--- config.mk ---
export PLATFORM = sky130hd
export DESIGN_NAME = sqrt_scheduler_flat
export DESIGN_NICKNAME = d
export VERILOG_FILES = /design/src/rtl/sqrt_scheduler_if.sv /design/src/rtl/sqrt_scheduler.sv /design/src/flat_wrapper.sv
export SDC_FILE = /design/constraint.sdc
export NUM_CORES = 1
export LEC_CHECK = 0
export ABC_AREA = 0
export BUFFER_PORTS_ARGS = -buffer_cell sky130_fd_sc_hd__buf_4
export CAP_MARGIN = 30
export CELL_PAD_IN_SITES_DETAIL_PLACEMENT = 1
export CELL_PAD_IN_SITES_GLOBAL_PLACEMENT = 2
export CORE_ASPECT_RATIO = 2
export CORE_MARGIN = 4
export CORE_UTILIZATION = 24
export DETAILED_ROUTE_END_ITERATION = 8
export HOLD_SLACK_MARGIN = 0.03
export PLACE_DENSITY_LB_ADDON = 0.3
export SKIP_LAST_GASP = 1
export SYNTH_ARGS = -nofsm -noshare
export SYNTH_HDL_FRONTEND = slang
export SYNTH_SLANG_ARGS = --single-unit
--- constraint.sdc ---
create_clock -name clk -period 2.2 [get_ports clk]
set_clock_uncertainty 0.05 [all_clocks]
set_input_delay 0 -clock clk [delete_from_list [all_inputs] [get_ports clk]]
set_output_delay 0 -clock clk [all_outputs]
set_load 0.01 [all_outputs]
--- src/rtl/sqrt_scheduler_if.sv ---
// Request, shared-core and response bundle for sqrt_scheduler.
// master: requesters/core/consumer side; slave: the scheduler.
interface sqrt_scheduler_if #(
    parameter int NUM_REQ = 4
);
    localparam int ID_W = $clog2(NUM_REQ);

    logic [NUM_REQ-1:0]       req_valid;
    logic [NUM_REQ-1:0][51:0] req_operand;
    logic [NUM_REQ-1:0]       req_ready;
    logic                     core_start;
    logic [51:0]              core_operand;
    logic [50:0]              core_result;
    logic                     resp_valid;
    logic [ID_W-1:0]          resp_id;
    logic [50:0]              resp_data;
    logic                     resp_ready;

    modport master (
        output req_valid, req_operand, core_result, resp_ready,
        input  req_ready, core_start, core_operand, resp_valid, resp_id, resp_data
    );

    modport slave (
        input  req_valid, req_operand, core_result, resp_ready,
        output req_ready, core_start, core_operand, resp_valid, resp_id, resp_data
    );
endinterface

--- src/rtl/sqrt_scheduler.sv ---
// Round-robin scheduler sharing one fixed-latency square-root core among NUM_REQ requesters.
// Optional macro SQRT_SCHED_ZERO_BYPASS_EN: zero radicands answer 0 without using the core.
//
// state | meaning
// IDLE  | arbitrate, pulse req_ready to the winner, latch operand and id
// ISSUE | pulse core_start, load latency counter
// WAIT  | count down; capture core_result when the counter hits 1
// RESP  | hold response until resp_ready
module sqrt_scheduler #(
    parameter int NUM_REQ      = 4,
    parameter int CORE_LATENCY = 16
) (
    input  logic          clk,
    input  logic          rst_,
    sqrt_scheduler_if.slave bus
);
    localparam int ID_W = $clog2(NUM_REQ);

    typedef enum logic [1:0] {IDLE, ISSUE, WAIT, RESP} state_t;

    state_t            state_q, state_d;
    logic [ID_W-1:0]   ptr_q, ptr_d;
    logic [ID_W-1:0]   resp_id_q, resp_id_d;
    logic [51:0]       core_operand_q, core_operand_d;
    logic [50:0]       resp_data_q, resp_data_d;
    logic [5:0]        cnt_q, cnt_d;
    logic              grant_found;
    logic [ID_W-1:0]   grant_idx;
    logic [NUM_REQ-1:0] req_ready;
    logic              core_start;

    function automatic logic [ID_W-1:0] wrap_add(input logic [ID_W-1:0] base, input int off);
        int s;
        s = int'(base) + off;
        if (s >= NUM_REQ) s = s - NUM_REQ;
        return ID_W'(s);
    endfunction

    always_comb begin
        grant_found = 1'b0;
        grant_idx   = '0;
        for (int i = 0; i < NUM_REQ; i++) begin
            if (!grant_found && bus.req_valid[wrap_add(ptr_q, i)]) begin
                grant_found = 1'b1;
                grant_idx   = wrap_add(ptr_q, i);
            end
        end
    end

    always_comb begin
        state_d        = state_q;
        ptr_d          = ptr_q;
        resp_id_d      = resp_id_q;
        core_operand_d = core_operand_q;
        resp_data_d    = resp_data_q;
        cnt_d          = cnt_q;
        req_ready      = '0;
        core_start     = 1'b0;

        case (state_q)
            IDLE: begin
                if (grant_found) begin
                    req_ready[grant_idx] = 1'b1;
                    core_operand_d       = bus.req_operand[grant_idx];
                    resp_id_d            = grant_idx;
                    ptr_d                = wrap_add(grant_idx, 1);
                    state_d              = ISSUE;
                end
            end
            ISSUE: begin
`ifdef SQRT_SCHED_ZERO_BYPASS_EN
                if (core_operand_q == '0) begin
                    resp_data_d = '0;
                    state_d     = RESP;
                end else begin
                    core_start = 1'b1;
                    cnt_d      = 6'(CORE_LATENCY);
                    state_d    = WAIT;
                end
`else
                core_start = 1'b1;
                cnt_d      = 6'(CORE_LATENCY);
                state_d    = WAIT;
`endif
            end
            WAIT: begin
                // The edge that sees cnt_q == 1 is exactly CORE_LATENCY edges after core_start.
                if (cnt_q == 6'd1) begin
                    resp_data_d = bus.core_result;
                    cnt_d       = '0;
                    state_d     = RESP;
                end else begin
                    cnt_d = cnt_q - 6'd1;
                end
            end
            RESP: begin
                if (bus.resp_ready) state_d = IDLE;
            end
            default: state_d = IDLE;
        endcase

        // No accept may be signalled on an edge that is resetting the block.
        if (rst_) req_ready = '0;
    end

    always_ff @(posedge clk) begin
        if (rst_) begin
            state_q        <= IDLE;
            ptr_q          <= '0;
            resp_id_q      <= '0;
            core_operand_q <= '0;
            resp_data_q    <= '0;
            cnt_q          <= '0;
        end else begin
            state_q        <= state_d;
            ptr_q          <= ptr_d;
            resp_id_q      <= resp_id_d;
            core_operand_q <= core_operand_d;
            resp_data_q    <= resp_data_d;
            cnt_q          <= cnt_d;
        end
    end

    assign bus.req_ready    = req_ready;
    assign bus.core_start   = core_start;
    assign bus.core_operand = core_operand_q;
    assign bus.resp_valid   = (state_q == RESP);
    assign bus.resp_id      = resp_id_q;
    assign bus.resp_data    = resp_data_q;
endmodule

--- src/flat_wrapper.sv ---
// flat-port wrapper written by rule: the top's interface ports become plain ports
module sqrt_scheduler_flat 
#(
    parameter int NUM_REQ      = 4,
    parameter int CORE_LATENCY = 16
)
  (clk, rst_, bus_req_valid, bus_req_operand, bus_core_result, bus_resp_ready, bus_req_ready, bus_core_start, bus_core_operand, bus_resp_valid, bus_resp_id, bus_resp_data);
  sqrt_scheduler_if #(.NUM_REQ(NUM_REQ)) bus_i ();
  input  logic clk;
  input  logic rst_;
  input wire logic [$bits(bus_i.req_valid)-1:0] bus_req_valid;
  input wire logic [$bits(bus_i.req_operand)-1:0] bus_req_operand;
  input wire logic [$bits(bus_i.core_result)-1:0] bus_core_result;
  input wire logic [$bits(bus_i.resp_ready)-1:0] bus_resp_ready;
  output wire logic [$bits(bus_i.req_ready)-1:0] bus_req_ready;
  output wire logic [$bits(bus_i.core_start)-1:0] bus_core_start;
  output wire logic [$bits(bus_i.core_operand)-1:0] bus_core_operand;
  output wire logic [$bits(bus_i.resp_valid)-1:0] bus_resp_valid;
  output wire logic [$bits(bus_i.resp_id)-1:0] bus_resp_id;
  output wire logic [$bits(bus_i.resp_data)-1:0] bus_resp_data;
  assign bus_i.req_valid = bus_req_valid;
  assign bus_i.req_operand = bus_req_operand;
  assign bus_i.core_result = bus_core_result;
  assign bus_i.resp_ready = bus_resp_ready;
  assign bus_req_ready = bus_i.req_ready;
  assign bus_core_start = bus_i.core_start;
  assign bus_core_operand = bus_i.core_operand;
  assign bus_resp_valid = bus_i.resp_valid;
  assign bus_resp_id = bus_i.resp_id;
  assign bus_resp_data = bus_i.resp_data;
  sqrt_scheduler #(.NUM_REQ(NUM_REQ), .CORE_LATENCY(CORE_LATENCY)) u_core (.clk(clk), .rst_(rst_), .bus(bus_i));
endmodule
; ---- After elaboration in Yosys (flattened, before gate mapping)
; Index checks and enable logic that the tools add are counted.
[totals]
reg_bits = 115
elab_cells = 81
[classes]
n_eq_ne = 7
n_addsub = 10
n_mux = 35
n_reduce_logical = 12
magnitude_cmp = 11
[ops]
columns = op, n
row1 = $bmux W52 S2, 1
row2 = $mux W52, 1
row3 = $mux W2, 12
row4 = $lt A2 B3 Y1 const B, 5
row5 = $ge A3 B3 Y1 const B, 4
row6 = $mux W4, 3
row7 = $pmux W6 S2, 1
row8 = $mux W1, 10
row9 = $sub A2 B1 Y2 const B, 5
row10 = $bmux W1 S2, 4
row11 = $pmux W2 S4, 1
row12 = $add A2 B1 Y3 const B, 2
row13 = $add A2 B2 Y3 const B, 2
row14 = $eq A6 B1 Y1 const B, 1
row15 = $mux W6, 1
row16 = $sub A6 B1 Y6 const B, 1
row17 = $eq A2 B2 Y1 const B, 2
row18 = $logic_and A1 B1 Y1, 4
row19 = $ne A2 B1 Y1 const B, 2
row20 = $reduce_and A2 Y1, 2
row21 = $ge A2 B3 Y1 const B, 1
row22 = $logic_not A1 Y1, 3
row23 = $reduce_and A3 Y1, 1
row24 = $demux W1 S2, 1
row25 = 5 further kinds, 5

; ---- Logic depth before layout (Yosys ltp)
; Gate-level depths: netlist of run 1.
[logic_depth]
word_depth = 21
ltp_mapped = 8

; ---- Least setup slack after synthesis of run 1
; OpenSTA, ideal clock, no wires.
[synth_timing]
path_type = flip-flop to flip-flop
startpoint = reg u_core.ptr_q[0]
endpoint = reg u_core.core_operand_q[0], in the netlist u_core.bus.core_operand[0]
path_slack_ps = 321
arrival_time_ps = 1697
synth_period_minus_slack_ps = 1879
n_path_buf = 3
setup_time_ps = 132
path_stages_with_launch = 9
path_cell_list = dfxtp_1 nor2b_1 or4_4 buf_6 buf_6 buf_2 and3_1 o21ai_1 a21oi_1
[synth_between]
elab_chain_len = 16
word_cells_on_any_way = 40
cone_classes = 7 x add/sub / 4 x order compare / 22 x mux / 7 x reduce/logical
[synth_rtl]
columns = element, line_no
row1 = start: declaration, sqrt_scheduler.sv:22  ; logic [ID_W-1:0] ptr_q, ptr_d;
row2 = start signal: assignment, sqrt_scheduler.sv:116  ; ptr_q <= ptr_d;
row3 = branches (longest 16 deep; another with $add A2 B1 Y3), n/a
row4 = end signal: assignment, sqrt_scheduler.sv:118  ; core_operand_q <= core_operand_d;
row5 = end: declaration, sqrt_scheduler.sv:24  ; logic [51:0] core_operand_q, core_operand_d;
; Several ways; the timed one is not identified. The select of a mux whose other input is x is not followed.
; A chain may end at the register's enable or synchronous reset.

; ---- Final worst setup path of run 1
[layout_timing]
startpoint = reg u_core.ptr_q[0]
endpoint = reg u_core.core_operand_q[48], in the netlist u_core.bus.core_operand[48]
; Same word-level chain as after synthesis.

==> impl_metrics.tcl, run 1 <==
set metrics [dict create \
    cts_tree "yes" \
    rrSetupSlack_ns 0.08 \
    grt_pass1_vias 10760 \
    cts_buffer_depth 2 \
    period_share_pct 96.21 \
    h-tree-depth 4 \
    cp_data_arrival_time_ns 2.37 \
    path_cells "nor2b_1, or4_4, buf_12, and3_1, o32ai_1, a21oi_1" \
    cp_slowest_cell "or4_4" \
    maxCapViolCount 0 \
    power_uw 11470 \
    cp_max_fo 69 \
    chipHeight_um 251.7 \
    fp.dieW_um 129.8 \
    cp_data_required_time_ns 2.45 \
    synthArstFlopShare_pct 0 \
    cts-root-buf "clkbuf_16" \
    report.final.slew_viol_count 0 \
    status "complete, no violations" \
    routed_wl_um 38060 \
    seq_area_frac_synth_pct 32.31 \
    areaGrowthSynthToFinish_pct 89.30 \
    peakVddDrop_uv 496.8 \
    rsz0062_at_grt "yes" \
    path_buf_inv 1 \
    maxSlewHeadroom_pct 61.82 \
    drc 0 \
    endpoint_kind "register" \
    synthTopCellsByCount "115 x dfxtp_1, 115 x nand2_1, 108 x a21oi_1" \
    cpPeakStageDelay_ns 0.58 \
    start_kind "register" \
    synth_edf_count 0 \
    grt_max_degree 75 \
    hold_violations 0 \
    vias 9448 \
    setup_viol 0 \
    period_minus_slack_ns 2.117 \
    drtIter0Drc 339 \
    worst_pin_slew_ns 0.5727 \
    netlist_area_sq_um 7124 \
    synth_top_cell_area_share_pct 32.31 \
    hp-class "primary input to register" \
    synth_top_area_cell "dfxtp_1" \
    clock_latency_ns 0.43 \
    globalplace.congestion 0.7887 \
    crit_family "simple AND/OR/NAND/NOR gates" \
    post_drt_wl_per_cell_um 20.21 \
    firstDrtPassIters 6 \
    final_util_pct 45.88 \
    syn_nets 1192 \
    avgSynthCellArea_sq_um 7.752 \
    cts_buffers 17 \
    hpwl_um 24710 \
    die_area_sq_um 32670 \
    powerDensity_nw_per_um2 850.5 \
    drive_gt1_share_pct 29.70 \
    numPortBuffers 376 \
    fp-row-count 89 \
    drt-vias-per-instance 5.018 \
    grt_pass1_wl_um 58570 \
    fmax_ghz 0.4725 \
    power.leakage_uw 0.005828 \
    ios 377 \
    ys.flop_type "dfxtp_1" \
    grtUsageTotal_pct 22.85 \
    overflow 0 \
    clk_pin_slew_ns 0.06 \
    synthCells 919 \
    start_util_pct 24.23 \
    crit_type "register to register" \
    cts.sinks 115 \
    ys_ff_latch 115 \
    antenna_found_initial 4 \
    postCtsSetupRepairBufs 0 \
    core_sq_um 29400 \
    synth.distinct_cells 41 \
    synth_warnings 0 \
    drtAntennaViolNets 0 \
    fin_nets 1775 \
    synthTopCellsByArea "dfxtp_1 32%, and3_1 9.4%, a21boi_1 9.3%, a21oi_1 7.6%, o32ai_1 6.4%" \
]
==> path summary, 6_finish.rpt <==
path | startpoint | end | depth (start not counted)
max | u_core.ptr_q[0] | u_core.bus.core_operand[48] | 6
min | bus_req_operand[82] | u_core.bus.core_operand[30] | 4
max reg2reg | u_core.ptr_q[0] | u_core.bus.core_operand[48] | 6
min reg2reg | u_core.bus.resp_data[38] | u_core.bus.resp_data[38] | 2
==> registers in the layout, indices dropped and copies added, names as in the netlist <==
name,count
u_core.bus.resp_id,2
u_core.bus.core_operand,52
u_core.state_q,2
u_core.ptr_q,2
u_core.bus.resp_data,51
u_core.cnt_q,6
==> per-layer routing <==
metal  vias to the layer above  global-route usage (%)  part of all wire, %
met5                         -                       0                    0
met4                         0                   13.11                  5.7
met3                       121                   4.809                  5.3
met2                       352                   42.37                   53
met1                      4492                   22.93                   36
li1                       4483                       -                    -
==> power breakdown <==
| group | switching [uW] | internal [uW] |
|---|---|---|
| clock network | 1150 | 1830 |
| logic | 2960 | 2650 |
| registers | 325 | 2550 |
==> tightest hold or removal path, stage by stage <==
cell	delay, ns
buf_4	0.08
a21boi_0	0.19
o32ai_1	0.10
a21oi_1	0.13
==> what timing repair did <==
action / in CTS / in global routing
hold buffers: 255 / 0
resized for setup: 1 / 2
endpoints found under the setup margin: 1 / 3
endpoints found under the hold margin: 103 / 0
==> kinds of logic (layout without fill, tap and decap cells) <==
kind of cell	after synthesis	after routing	synth area share, %
XOR/XNOR	5	5	0.6148
other	0	4	0
buffers and inverters	105	701	7.552
multiplexers	1	1	0.1405
adder cells (fa/ha/maj)	7	7	1.229
AO/OA/AOI/OAI	330	330	30.24
AND/OR/NAND/NOR	356	356	27.91
flip-flops	115	115	32.31
==> through the flow <==
| stage | area (sq um) | hold slack (ns) | setup TNS (ns) | instances | setup slack [ns] |
|---|---|---|---|---|---|
| 6_report | 13490 | 0.05127 | 0 | 1883 | 0.08346 |
| 2_1_floorplan | 7124 | 0.08598 | 0 | 919 | 0.3211 |
| 5_1_grt | 13490 | 0.08263 | -0.06854 | 1883 | -0.03360 |
| 3_3_place_gp | 10290 | 0.1972 | 0 | 1592 | 0.2053 |
| 4_1_cts | 13470 | 0.03123 | 0 | 1879 | 0.03757 |
| 3_5_place_dp | 10290 | 0.2083 | 0 | 1592 | 0.1498 |
==> area by class of cell <==
type | count | area [sq um]
Timing Repair Buffer | 663 | 5736
Sequential cell | 115 | 2302
Inverter | 6 | 22.52
Fill cell | 3479 | 15910
Clock buffer | 19 | 442.9
Tap cell | 364 | 455.4
Multi-Input combinational cell | 699 | 4345
Antenna cell | 4 | 10.01
Clock inverter | 13 | 172.7
==> layout by cell type, fill, tap and decap left out, types with 52 or more instances in the layout <==
master,Yosys,final
dfxtp_1,115,115
dlygate4sd3_1,0,255
buf_4,0,397
nor3b_1,52,52
o32ai_1,52,52
and3_1,107,106
a21boi_1,88,88
nand2_1,115,115
a21oi_1,108,107
and2_1,53,53
No activity file was read; power rests on OpenSTA's default activity.
==> run 2, diff against run 1 <==
Settings changed: SETUP_SLACK_MARGIN from default to 0.2.
==> run 2 against run 1 <==
Effect of this change: die area stayed put; sequential share of layout area down 1.3 points; final area up 8.9%; worst hold slack improved by 0.027 ns; sequential power is essentially flat; critical endpoint is now u_core.bus.core_operand[3].
==> impl_metrics.tcl, run 2 (synthesized netlist as in run 1, its figures left out) <==
set metrics [dict create \
    status "complete, no violations" \
    peakVddDrop_uv 503.5 \
    fp.dieW_um 129.8 \
    cts_buffer_depth 2 \
    cp_data_arrival_time_ns 2.27 \
    hp-class "primary input to register" \
    cp_data_required_time_ns 2.44 \
    areaGrowthSynthToFinish_pct 106.2 \
    hold_end "u_core.bus.core_operand[30]" \
    path_buf_inv 2 \
    powerDensity_nw_per_um2 912.3 \
    cts.sinks 115 \
    cp_slowest_cell "or4_4" \
    start_kind "register" \
    placed_area_sq_um 10290 \
    fmax_ghz 0.4932 \
    drt-vias-per-instance 5.124 \
    place_ws_ns 0.1498 \
    cpPeakStageDelay_ns 0.54 \
    path_cells "nor2b_4, or4_4, clkbuf_16, buf_16, and3_1, o32ai_2, a21oi_1" \
    setup-tns-final_ns 0 \
    reg2reg_from "u_core.ptr_q[0]" \
    routed_wl_um 42750 \
    r2r_cells 7 \
    period_minus_slack_ns 2.028 \
    post_drt_wl_per_cell_um 22.38 \
    grtUsageTotal_pct 24.15 \
    stdcell_count 1910 \
    grt_pass1_wl_um 61300 \
    crit_type "register to register" \
    power.leakage_uw 0.006242 \
    stdcell_area_sq_um 14690 \
    cp_max_fo 9 \
    firstDrtPassIters 4 \
    crit_family "simple AND/OR/NAND/NOR gates" \
    drtIter0Drc 333 \
    grt_pass1_vias 10970 \
    clk_pin_slew_ns 0.06 \
    final_cell_mix "395 x buf_4, 254 x dlygate4sd3_1, 113 x nand2_1, 113 x dfxtp_1, 105 x a21oi_1" \
    fin_nets 1799 \
    rrSetupSlack_ns 0.17 \
    vias 9786 \
    dp.cells 1592 \
    endpoint_kind "register" \
    h-tree-depth 4 \
    core_sq_um 29400 \
    largest_reg_flops 52 \
    cts-root-buf "clkbuf_16" \
    cts_buffers 17 \
    setup_viol 0 \
    numPortBuffers 376 \
    clock_latency_ns 0.44 \
    whs_path_depth 4 \
    overflow 0 \
    worst_pin_slew_ns 0.5881 \
    ios 377 \
    chipHeight_um 251.7 \
    drtAntennaViolNets 0 \
    drc 0 \
    layout_commonest_cell "buf_4" \
    report.final.slew_viol_count 0 \
    hold_start "bus_req_operand[82]" \
    die_area_sq_um 32670 \
    grt_max_degree 75 \
    period_share_pct 92.17 \
    cts_tree "yes" \
    fp-row-count 89 \
    rsz0062_at_grt "yes" \
    hpwl_um 24710 \
    r2r-end "u_core.bus.core_operand[3]" \
    globalplace.congestion 0.7887 \
    final.setup.worst_slack_ns 0.1723 \
    antenna_found_initial 7 \
    start_util_pct 24.23 \
    drive_gt1_share_pct 37.56 \
    maxSlewHeadroom_pct 60.79 \
    maxCapViolCount 0 \
    hold_violations 0 \
]
## run 2: changes by cell type in the layout (fill, tap and decap cells not counted), moves of 8 or more
| cell | change |
|---|---|
| o32ai_1 | -43 |
| o32ai_2 | +42 |
| a21boi_2 | +24 |
| a21boi_1 | -18 |
| and3_1 | -15 |
| and3_4 | +15 |
| a21boi_0 | -8 |
## run 2: per-layer routing
layer | GRT usage, % | up-vias | part of all wire (%)
met5 | 0 | - | 0
met4 | 13.64 | 0 | 6.2
met3 | 5.148 | 133 | 4.9
met2 | 44.60 | 370 | 54
met1 | 24.44 | 4740 | 35
li1 | - | 4543 | -
## run 2: layout make-up
type                       instances  area (sq um)
antenna                            7         17.52
tap                              364         455.4
clock buffer                      19         442.9
timing repair buffer             686          6297
clock inverter                    13         172.7
inverter                           6         22.52
fill                            3373         14710
sequential                       115          2310
multi-input combinational        700          4971
## run 2: repair_timing
action                                  in CTS  in global routing
pin swaps                                    5                 51
hold buffers                               254                  0
endpoints found under the setup margin      33                 57
gates resized for setup                     41                111
hold endpoints to repair                   103                  0
cloned                                       9                  7
buffers inserted                             6                  4
## run 2: report_power, final
group	total [uW]	leakage, uW	switching, uW	internal [uW]
Clock	3000	0.000299	1170	1830
Sequential	2910	0.000938	346	2560
Combinational	7500	0.00500	3750	3750
## run 2: worst reg2reg max path, delay by kind of cell, from the launching register on
kind | cells | cell delay (ns)
compound gates | 2 | 0.32
buf+inv | 2 | 0.37
flops | 1 | 0.36
simple gates | 3 | 0.78
## run 2: metrics by stage
stage	util, %	power [uW]	hold slack, ns
floorplan	-	5876	0.08598
global placement	34.99	8038	0.1972
detailed placement	34.99	8124	0.2083
CTS	47.40	12350	0.03123
global route	49.97	14100	0.07902
finish	49.97	13400	0.07796
## run 2: worst max path at each step
stage / from / endpoint / depth (start not counted)
CTS: u_core.ptr_q[0] / u_core.bus.core_operand[12] / 8
floorplan: u_core.ptr_q[0] / u_core.bus.core_operand[0] / 8
detailed placement: u_core.ptr_q[0] / u_core.bus.core_operand[10] / 6
global placement: u_core.ptr_q[0] / u_core.bus.core_operand[39] / 6
finish: u_core.ptr_q[0] / u_core.bus.core_operand[3] / 7
global route: u_core.ptr_q[0] / u_core.bus.core_operand[43] / 7
==> run 3, diff against run 2 <==
Settings changed: BUFFER_PORTS_ARGS -buffer_cell sky130_fd_sc_hd__buf_4 to default, CORE_UTILIZATION 24 to 30, CTS_CLUSTER_SIZE from default to 20, DONT_BUFFER_PORTS from default to 1, GPL_TIMING_DRIVEN from default to 0.
==> run 3 against run 2 <==
Effect of this change: the run now fails in clock tree synthesis; area after synthesis stayed put; synthesized cell count unchanged.
==> impl_metrics.tcl, run 3 <==
set metrics [dict create \
    synth_warnings 0 \
    synth_top_cell_area_share_pct 32.31 \
    post_cts_resized 178 \
    status "did not finish" \
    synthTopCellsByCount "115 x dfxtp_1, 115 x nand2_1, 108 x a21oi_1" \
    ys_ff_latch 115 \
    hpwl_um 27260 \
    cts.sinks 115 \
    ys.flop_type "dfxtp_1" \
    syn_nets 1192 \
    start_util_pct 30.54 \
    synthArstFlopShare_pct 0 \
    synth_top_area_cell "dfxtp_1" \
    cts_buffer_depth 2 \
    fp-row-count 79 \
    globalplace.congestion 0.8509 \
    postCtsSetupRepairBufs 17 \
    numPortBuffers 0 \
    seq_area_frac_synth_pct 32.31 \
    synthTopCellsByArea "dfxtp_1 32%, and3_1 9.4%, a21boi_1 9.3%, a21oi_1 7.6%, o32ai_1 6.4%" \
    h-tree-depth 4 \
    cts-root-buf "clkbuf_16" \
    cts_buffers 17 \
    stop_error "[ERROR RSZ-0060] Max buffer count reached." \
    ios 377 \
    fp.dieW_um 117.0 \
    chipHeight_um 225.9 \
    synth_edf_count 0 \
    synthCells 919 \
    stop_stage "clock tree synthesis" \
    cts-hold-fix-buffers 252 \
    netlist_area_sq_um 7124 \
    synth.distinct_cells 41 \
    dp.cells 1202 \
    avgSynthCellArea_sq_um 7.752 \
]
[run 3: cell counts after synthesis]
No cell type changed its count.
[run 3: cell families after synthesis]
family | count (synthesis) | synth area share (%)
buf+inv | 105 | 7.552
fa+ha+maj | 7 | 1.229
simple gates | 356 | 27.91
compound gates | 330 | 30.24
mux | 1 | 0.1405
flops | 115 | 32.31
xor+xnor | 5 | 0.6148
[run 3: per-stage QoR]
step / TNS, ns / instance area, sq um / worst slack (ns) / hold WS [ns]
global placement: -27.94 / 7478 / -0.5719 / 0.08716
floorplan: 0 / 7124 / 0.3211 / 0.08598
detailed placement: -31.56 / 7478 / -0.6172 / 0.09341
==> run 4, diff against run 3 <==
Settings changed: CELL_PAD_IN_SITES_DETAIL_PLACEMENT 1 to default, CELL_PAD_IN_SITES_GLOBAL_PLACEMENT 2 to default, CORE_ASPECT_RATIO 2 to default, CORE_UTILIZATION 30 to 20, CTS_CLUSTER_SIZE 20 to default, HOLD_SLACK_MARGIN 0.03 to default, PLACE_DENSITY_LB_ADDON 0.3 to 0.15, SETUP_SLACK_MARGIN 0.2 to default.
==> run 4 against run 3 <==
Effect of this change: the run now ends clean.
==> impl_metrics.tcl, run 4 (synthesized netlist as in run 1, its figures left out) <==
set metrics [dict create \
    status "complete, no violations" \
    final_cell_mix "260 x dlygate4sd3_1, 115 x nand2_1, 113 x dfxtp_1" \
    fin_nets 1475 \
    stdcell_area_sq_um 11120 \
    grtUsageTotal_pct 19.20 \
    routed_wl_um 38950 \
    core_sq_um 34800 \
    antenna_found_initial 1 \
    hold_violations 0 \
    path_cells "dlygate4sd3_1, nor2_1, dlygate4sd3_1, a221oi_2, dlygate4sd3_1, nand2_1, a21oi_1" \
    grt_max_degree 17 \
    drive_gt1_share_pct 9.383 \
    final_util_pct 31.96 \
    largest_reg_flops 52 \
    die_area_sq_um 38700 \
    powerDensity_nw_per_um2 987.6 \
    start_kind "primary input" \
    period_share_pct 97.42 \
    areaGrowthSynthToFinish_pct 56.13 \
    cpPeakStageDelay_ns 0.63 \
    drt-vias-per-instance 4.922 \
    h-tree-depth 4 \
    cts_tree "yes" \
    place_ws_ns -0.7057 \
    clk_pin_slew_ns 0.06 \
    rrSetupSlack_ns 0.08 \
    cts_buffer_depth 2 \
    maxSlewHeadroom_pct 42.28 \
    final.setup.worst_slack_ns 0.05675 \
    layout_commonest_cell "dlygate4sd3_1" \
    path_common_cell "dlygate4sd3_1" \
    chipHeight_um 196.7 \
    setup_viol 0 \
    worst_pin_slew_ns 0.8658 \
    cts_buffers 17 \
    period_minus_slack_ns 2.143 \
    post_drt_wl_per_cell_um 23.31 \
    final-seq-area_sq_um 2307 \
    hpwl_um 28340 \
    fp.dieW_um 196.7 \
    grt_pass1_wl_um 56240 \
    crit_family "buffers and inverters" \
    crit_type "primary input to register" \
    fillers 3719 \
    power_uw 10980 \
    overflow 0 \
    peakVddDrop_uv 488.0 \
    cp_data_required_time_ns 2.50 \
    cp_data_arrival_time_ns 2.44 \
    power.leakage_uw 0.004152 \
    cts-root-buf "clkbuf_16" \
    vias 8224 \
    drtIter0Drc 367 \
    firstDrtPassIters 5 \
    path_buf_inv 3 \
    ios 377 \
    drtAntennaViolNets 0 \
    clock_latency_ns 0.43 \
    report.final.slew_viol_count 0 \
    cp_slowest_cell "dlygate4sd3_1" \
    cp_max_fo 7 \
    placed_area_sq_um 7701 \
    endpoint_kind "register" \
    globalplace.congestion 0.7987 \
    cts.sinks 115 \
    numPortBuffers 0 \
    multi_input_area_sq_um 4358 \
    grt_pass1_vias 8695 \
    hold_ws_ns 0.01543 \
    start_util_pct 20.47 \
    fmax_ghz 0.4666 \
    drc 0 \
    fp-row-count 68 \
    rsz0062_at_grt "yes" \
    maxCapViolCount 0 \
    hp-class "primary input to register" \
]
-- run 4: worst paths after layout --
path,from,end,cells past startpoint
max,bus_req_valid[3],u_core.bus.resp_id[0],7
min,bus_req_operand[169],u_core.bus.core_operand[13],3
max reg2reg,u_core.ptr_q[0],u_core.bus.core_operand[4],8
min reg2reg,u_core.state_q[0],u_core.state_q[0],2
-- run 4: repair_timing --
action	CTS	global route
hold buffers	260	0
endpoints found under the hold margin	104	0
endpoints found under the setup margin	111	103
buffers inserted	5	1
cloned	1	0
resized for setup	43	51
pin swaps	1	2
-- run 4: cell type report --
class | count | area share, %
antenna | 1 | 0.02250
buffer | 95 | 5.377
clock buffer | 22 | 4.173
clock inverter | 10 | 1.181
inverter | 6 | 0.2025
multi-input combinational | 699 | 39.18
sequential | 115 | 20.74
tap | 455 | 5.118
timing repair buffer | 268 | 24.00
-- run 4: per-layer routing --
| layer | GRT usage, % | share of wire [%] | vias to the layer above |
|---|---|---|---|
| li1 | - | - | 3889 |
| met3 | 6.701 | 8.5 | 26 |
| met5 | 0 | 0.033 | - |
| met2 | 33.66 | 50 | 366 |
| met1 | 22.58 | 41 | 3941 |
| met4 | 4.494 | 0.98 | 2 |
-- run 4: report_power, final --
group	switching [uW]	total (uW)	internal [uW]	leakage, uW
clock	1070	2900	1830	0.000294
sequential	723	3280	2560	0.000938
combinational	2730	4800	2060	0.00292
total	4530	11000	6460	0.00415
-- run 4: per-stage QoR --
step                      TNS (ns)  cells
after floorplan                  0    919
after global placement      -57.75   1374
after detailed placement    -44.73   1375
after CTS                        0   1671
after global routing      -0.09223   1670
final                            0   1671
-- run 4: worst min-delay path, cell delays in order --
cell and delay (ns):
a21boi_2 0.16, o21ai_2 0.20, a21oi_1 0.07
